**src/rtl/serial_8bit_adder.sv**
```systemverilog
// -----------------------------------------------------------------------------
// serial_8bit_adder
//
// Bit-serial ripple adder with a valid/ready handshake on each side. An
// accepted operand set is added one bit per clock, LSB first, through a single
// full adder. After WIDTH compute cycles the result is presented until the
// consumer takes it.
//
// Ports
//   clk        rising-edge clock
//   rst        asynchronous, active-high reset
//   in_valid   operand set a/b/cin is valid
//   in_ready   block can accept an operand set (IDLE only)
//   a, b       addends, unsigned or two's complement
//   cin        carry-in
//   out_valid  sum/cout/ovf hold a fresh result
//   out_ready  consumer accepts the result
//   sum        (a + b + cin) mod 2^WIDTH
//   cout       carry out of bit WIDTH-1
//   ovf        signed overflow of the addition
//   busy       high while computing or holding a result
//   op_count   results handed off since reset, wraps
// -----------------------------------------------------------------------------
module serial_8bit_adder #(
    parameter int WIDTH = 8,
    parameter int CNT_W = 16
) (
    input  logic             clk,
    input  logic             rst,
    input  logic             in_valid,
    output logic             in_ready,
    input  logic [WIDTH-1:0] a,
    input  logic [WIDTH-1:0] b,
    input  logic             cin,
    output logic             out_valid,
    input  logic             out_ready,
    output logic [WIDTH-1:0] sum,
    output logic             cout,
    output logic             ovf,
    output logic             busy,
    output logic [CNT_W-1:0] op_count
);

    typedef enum logic [1:0] {
        IDLE = 2'd0,
        CALC = 2'd1,
        DONE = 2'd2
    } state_t;

    // Bit counter must hold 0..WIDTH-1.
    localparam int              BW       = $clog2(WIDTH + 1);
    localparam logic [BW-1:0]   LAST_BIT = BW'(WIDTH - 1);

    state_t           state_q, state_d;

    logic [WIDTH-1:0] a_sh, b_sh;     // operands, shifted right each CALC edge
    logic [WIDTH-1:0] res_sh;         // sum bits enter at the MSB side
    logic             carry_q;
    logic [BW-1:0]    bit_cnt;
    logic             a_msb, b_msb;   // original sign bits for overflow

    logic             accept;
    logic             handoff;
    logic             last_bit;
    logic             s_bit;
    logic             c_next;
    logic [WIDTH-1:0] res_next;

    // ------------------------------------------------------------------
    // Single full-adder slice working on the bit-0 positions.
    // ------------------------------------------------------------------
    always_comb begin
        s_bit    = a_sh[0] ^ b_sh[0] ^ carry_q;
        c_next   = (a_sh[0] & b_sh[0]) | (carry_q & (a_sh[0] ^ b_sh[0]));
        res_next = (res_sh >> 1) | (WIDTH'(s_bit) << (WIDTH - 1));
        last_bit = (bit_cnt == LAST_BIT);
    end

    // ------------------------------------------------------------------
    // FSM state register
    // ------------------------------------------------------------------
    // NOTE: sequential state uses non-blocking assignments so every register
    // samples pre-edge values, independent of process ordering.
    always_ff @(posedge clk or posedge rst) begin
        if (rst) state_q <= IDLE;
        else     state_q <= state_d;
    end

    // ------------------------------------------------------------------
    // FSM next-state and handshake outputs
    // ------------------------------------------------------------------
    always_comb begin
        // NOTE: every output of this block gets a default first, so no path
        // through the case statement can leave one unassigned and infer a latch.
        state_d   = state_q;
        in_ready  = 1'b0;
        out_valid = 1'b0;
        busy      = 1'b0;
        accept    = 1'b0;
        handoff   = 1'b0;

        case (state_q)
            IDLE: begin
                in_ready = 1'b1;
                if (in_valid) begin
                    accept  = 1'b1;
                    state_d = CALC;
                end
            end
            CALC: begin
                busy = 1'b1;
                if (last_bit) state_d = DONE;
            end
            DONE: begin
                busy      = 1'b1;
                out_valid = 1'b1;
                if (out_ready) begin
                    handoff = 1'b1;
                    state_d = IDLE;
                end
            end
            default: state_d = IDLE;
        endcase
    end

    // ------------------------------------------------------------------
    // Datapath. Operands are only sampled on the accepting edge, so input
    // activity during CALC/DONE cannot disturb the result in progress.
    // ------------------------------------------------------------------
    // NOTE: the shift registers are reset along with everything else; they are
    // a handful of flops, not a memory array, and reset keeps them clean.
    always_ff @(posedge clk or posedge rst) begin
        if (rst) begin
            a_sh    <= '0;
            b_sh    <= '0;
            res_sh  <= '0;
            carry_q <= 1'b0;
            bit_cnt <= '0;
            a_msb   <= 1'b0;
            b_msb   <= 1'b0;
            sum     <= '0;
            cout    <= 1'b0;
            ovf     <= 1'b0;
        end else if (accept) begin
            a_sh    <= a;
            b_sh    <= b;
            res_sh  <= '0;
            carry_q <= cin;
            bit_cnt <= '0;
            a_msb   <= a[WIDTH-1];
            b_msb   <= b[WIDTH-1];
        end else if (state_q == CALC) begin
            a_sh    <= a_sh >> 1;
            b_sh    <= b_sh >> 1;
            res_sh  <= res_next;
            carry_q <= c_next;
            bit_cnt <= bit_cnt + BW'(1);
            // Final edge: publish the result. s_bit is the final sum MSB here.
            if (last_bit) begin
                sum  <= res_next;
                cout <= c_next;
                ovf  <= (a_msb == b_msb) && (s_bit != a_msb);
            end
        end
    end

    // ------------------------------------------------------------------
    // Completed-operation counter; wraps naturally at 2^CNT_W.
    // ------------------------------------------------------------------
    always_ff @(posedge clk or posedge rst) begin
        if (rst)          op_count <= '0;
        else if (handoff) op_count <= op_count + CNT_W'(1);
    end

endmodule

```
**config.mk**
```make
export PLATFORM = sky130hd
export DESIGN_NAME = serial_8bit_adder
export DESIGN_NICKNAME = d
export VERILOG_FILES = /design/src/rtl/serial_8bit_adder.sv
export SDC_FILE = /design/constraint.sdc
export NUM_CORES = 1
export LEC_CHECK = 0
export ABC_AREA = 1
export CORE_ASPECT_RATIO = 1.75
export CORE_MARGIN = 4
export CORE_UTILIZATION = 45
export CTS_CLUSTER_SIZE = 25
export DETAILED_ROUTE_END_ITERATION = 16
export HOLD_SLACK_MARGIN = 0.1
export PLACE_DENSITY = 0.7
export SYNTH_ARGS = -nofsm -noshare
export SYNTH_HDL_FRONTEND = slang
export SYNTH_SLANG_ARGS = --single-unit
```
**constraint.sdc**
```tcl
create_clock -name clk -period 2.1 [get_ports clk]
set_input_delay 0.42 -clock clk [delete_from_list [all_inputs] [get_ports clk]]
set_output_delay 0.42 -clock clk [all_outputs]
set_load 0.02 [all_outputs]
```
==> reports/results.txt <==
The run finished with clean final reports. The clock drives 58 sinks. For this design, the CTS-stage hold fixing added 0 buffers.

The signal on the critical path passes through clkdlybuf4s50_1. The first global-routing pass estimated 9.23 mm of wire. In this run the biggest area consumer among cell types represents 53.6% of the synthesized area.

Height of the die: 111 um. The tools report the post-detailed-route DRC marker count as 0. The run gives 0 as the number of antenna violations at the first check in global routing. Along the worst path, the maximum fanout reaches 7. In the final design database the tool counted 382 nets. Yosys printed 0 warnings. The first routing iteration left 71 violations. For the pin count of the biggest net entering global routing, the log shows 42.

For the gate count after technology mapping, the log shows 297. The via count of the first global-routing pass is 2119, and the minimum setup slack in the final design is 238 ps. The total overflow left after global routing is 0. The smallest clock period supported by the final layout is computed as 1860 ps. The largest clock skew in the final design is 6.86 ps, and the fill cell total of the finished layout is 514.

Setup slack on the worst reg-to-reg path comes out at 470 ps. Summed over all instances, the cell type with the most area after synthesis is dfrtp_1. TritonCTS built the clock tree. At the end of routability-driven placement, the weighted congestion stood at 0.811.

The maximum clock rate was 537 MHz; the post-synthesis sequential element count was 58. The tightest hold path in the finished design has a slack of 390 ps. The leading register cell type out of synthesis was dfrtp_1. The combined global-route utilization of all metal layers came out at 16.5%. The final setup violation count was 0. After synthesis, the most frequently instantiated cells are nand2_1 (78), dfrtp_1 (58), inv_1 (48).

In this run the critical register-to-register path is launched from state_q[0]. The number of stages on the worst setup path works out to 1. The tools report the critical path capture point as op_count[11].

The tools report the row count as 37. For the worst setup path, the data arrival time is 1440 ps. The total area inside the core boundary comes to 5880 um2. Final number of hold-violating endpoints: 0. Endpoint of the most critical register-to-register path: cout. In this run the top signal layer used is met4. The number of enable flip-flop cells after synthesis was 0; the clock-pin slew of the registers on the worst-case setup and hold paths was 70 ps.

At the pin with the least slew margin, the transition time is 414 ps. The worst setup path is captured at an output pin. The overall die area is 7370 um2, and the final total negative setup slack is 0 ps.

The initial core utilization is 46.0%, and the post-synthesis sequential area ratio is 53.6%. Sorting the synthesized cells by area gives the leading types as dfrtp_1 (54%), nand2_1 (11%), inv_1 (6.7%). After detailed routing, the met3 layer carries 283 um of wire. For this run, the detailed router's first-pass iteration total came to 4. The routed wirelength normalized by instance count works out to 12.2 um. The clock passes through at most 2 buffers. The async set-or-reset flop fraction in the synthesized netlist is 100%. The clock tree synthesis step divided the H-tree into 3 levels. After detailed routing, the number of vias per cell comes to 4.84. The logs give 3.97 mm for the half-perimeter wire length of the detailed placement result and 340 ps for the latest clock arrival within the worst-skew pair. For the footprint of the multi-input gates, the log shows 1000 um2. The number of port buffers works out to 49. The tools report the count of antenna diodes in the layout as 0. The total routed wire length on the met1 layer came out at 2.13 mm. In this run, post-CTS repair resized a total of 3 instances.

The final clock period utilization by the worst path came out at 88.7%. The length of routed met2 wiring was 2.73 mm; the total power divided by cell area was 1160 nW/um2. The tree is rooted in a clkbuf_8. In this run the remaining antenna-violating nets after routing total 0. The logs give 5.35 mm for the overall routed net length and 666 uV for the worst-case vdd ir drop. The number of different library cells used by synthesis comes to 30.

The tool flagged a number of max-cap violations equal to 0. Headroom to the max-slew limit came out at 72.4%. Worst path buffer plus inverter count: 1. The leakage power of the design is 1.61 nW. Grouping stages by cell kind, the critical path spends the most delay in buffers and inverters.

The tools report the register cell area after layout as 1450 um2. In this run the cell area of the synthesized design comes to 2710 um2. The max-slew violation count came out at 0.

Slowest library cell on the worst path: clkdlybuf4s50_1. The most used standard cell by instance count after synthesis was nand2_1. The worst setup path is launched from a flop. The routed layout has 2116 vias. For the worst setup path, the data required time is 1680 ps.

The type of the worst setup path is flop to output pin. The die extent in x is 66.6 um. The post-synth net total is 325, and the synthesized area per cell is 9.11 um2. Measured on the finished design, the core utilization comes to 59.9%.

For this run, the number of standard cells in the final layout without fillers is 437. Once placement completed, the tool counted placed cells totaling 421. Setup fix buffers added after clock tree synthesis: 0. The post-route netlist has 11.7% of its cells at a drive strength greater than 1. Tracing the worst setup path back leads to its startpoint at op_count[11]. The type of the worst min-delay path was input port to asynchronous set/reset pin. The layout-stage area growth over the synthesis result was 30.1%; the number of cells traversed by the worst register-to-register path was 9. The boundary pin count was 50. Setup repair after global routing left no endpoint under its margin.

OpenSTA, run right after detailed placement, puts the worst setup slack at 282 ps. Counting the buffers created by CTS gives 9. The maximum single-stage delay on the critical path came out at 640 ps.
cells in the final DEF (no fill, tap or decap), drive strengths merged:
cell	n
dlygate4sd2	3
clkinv	2
nand4	3
nor3	2
nand3	9
a21oi	1
o22ai	9
buf	5
dfrtp	58
clkbuf	11
bufinv	2
and2	1
nand3b	1
nor2	22
xnor2	3
ha	6
clkdlybuf4s50	46
a31oi	1
inv	50
o221ai	11
or2	1
fa	1
o21ai	19
clkinvlp	1
xor2	5
o211ai	4
nand2	82
sequential cells by signal (all words and copies together) (netlist names):
register	flops
bit_cnt	4
b_sh	8
op_count	16
b_msb	1
cout	1
carry_q	1
ovf	1
a_sh	8
res_sh	7
sum	8
state_q	2
a_msb	1
through the flow:
| step | power [mW] | instance area, um2 |
|---|---|---|
| 2_1_floorplan | 2.57 | 2710 |
| 3_3_place_gp | 2.98 | 3310 |
| 3_5_place_dp | 3.03 | 3310 |
| 4_1_cts | 4.15 | 3520 |
| 5_1_grt | 4.39 | 3520 |
| 6_report | 4.08 | 3520 |
metal layers:
layer | vias up | global-route usage (%)
met3 | 16 | 5.90
li1 | 1065 | -
met2 | 47 | 27.2
met1 | 988 | 17.6
met4 | 0 | 9.36
met5 | - | 0
power by group:
part	internal, mW	switching [mW]	total, mW
registers	1.41	0.146	1.55
clock network	0.696	0.435	1.13
logic	0.569	0.833	1.40
kinds of logic after synthesis:
logic type      after synthesis  share of synthesized area [%]
compound gates               45                           12.1
xor+xnor                      8                           2.59
fa+ha+maj                     7                           3.51
buf+inv                      58                           9.29
flops                        58                           53.6
simple gates                121                           18.9
worst min-delay path by stage:
stage                       from  cells after the start  slack (ps)          end
final                        rst                      2         390  op_count[3]
after global routing         rst                      2         410  op_count[3]
after CTS                    rst                      2         390  op_count[3]
after detailed placement  sum[2]                      2         480       sum[2]
after global placement    sum[3]                      2         470       sum[3]
after floorplan            b_msb                      2         470        b_msb
cell type report:
| type | count | share of cell area (%) |
|---|---|---|
| Timing Repair Buffer | 54 | 16.0 |
| Tap cell | 78 | 2.77 |
| Inverter | 50 | 5.33 |
| Clock buffer | 11 | 4.02 |
| Clock inverter | 5 | 2.20 |
| Multi-Input combinational cell | 181 | 28.5 |
| Sequential cell | 58 | 41.2 |
(Power assumes the default switching activity.)
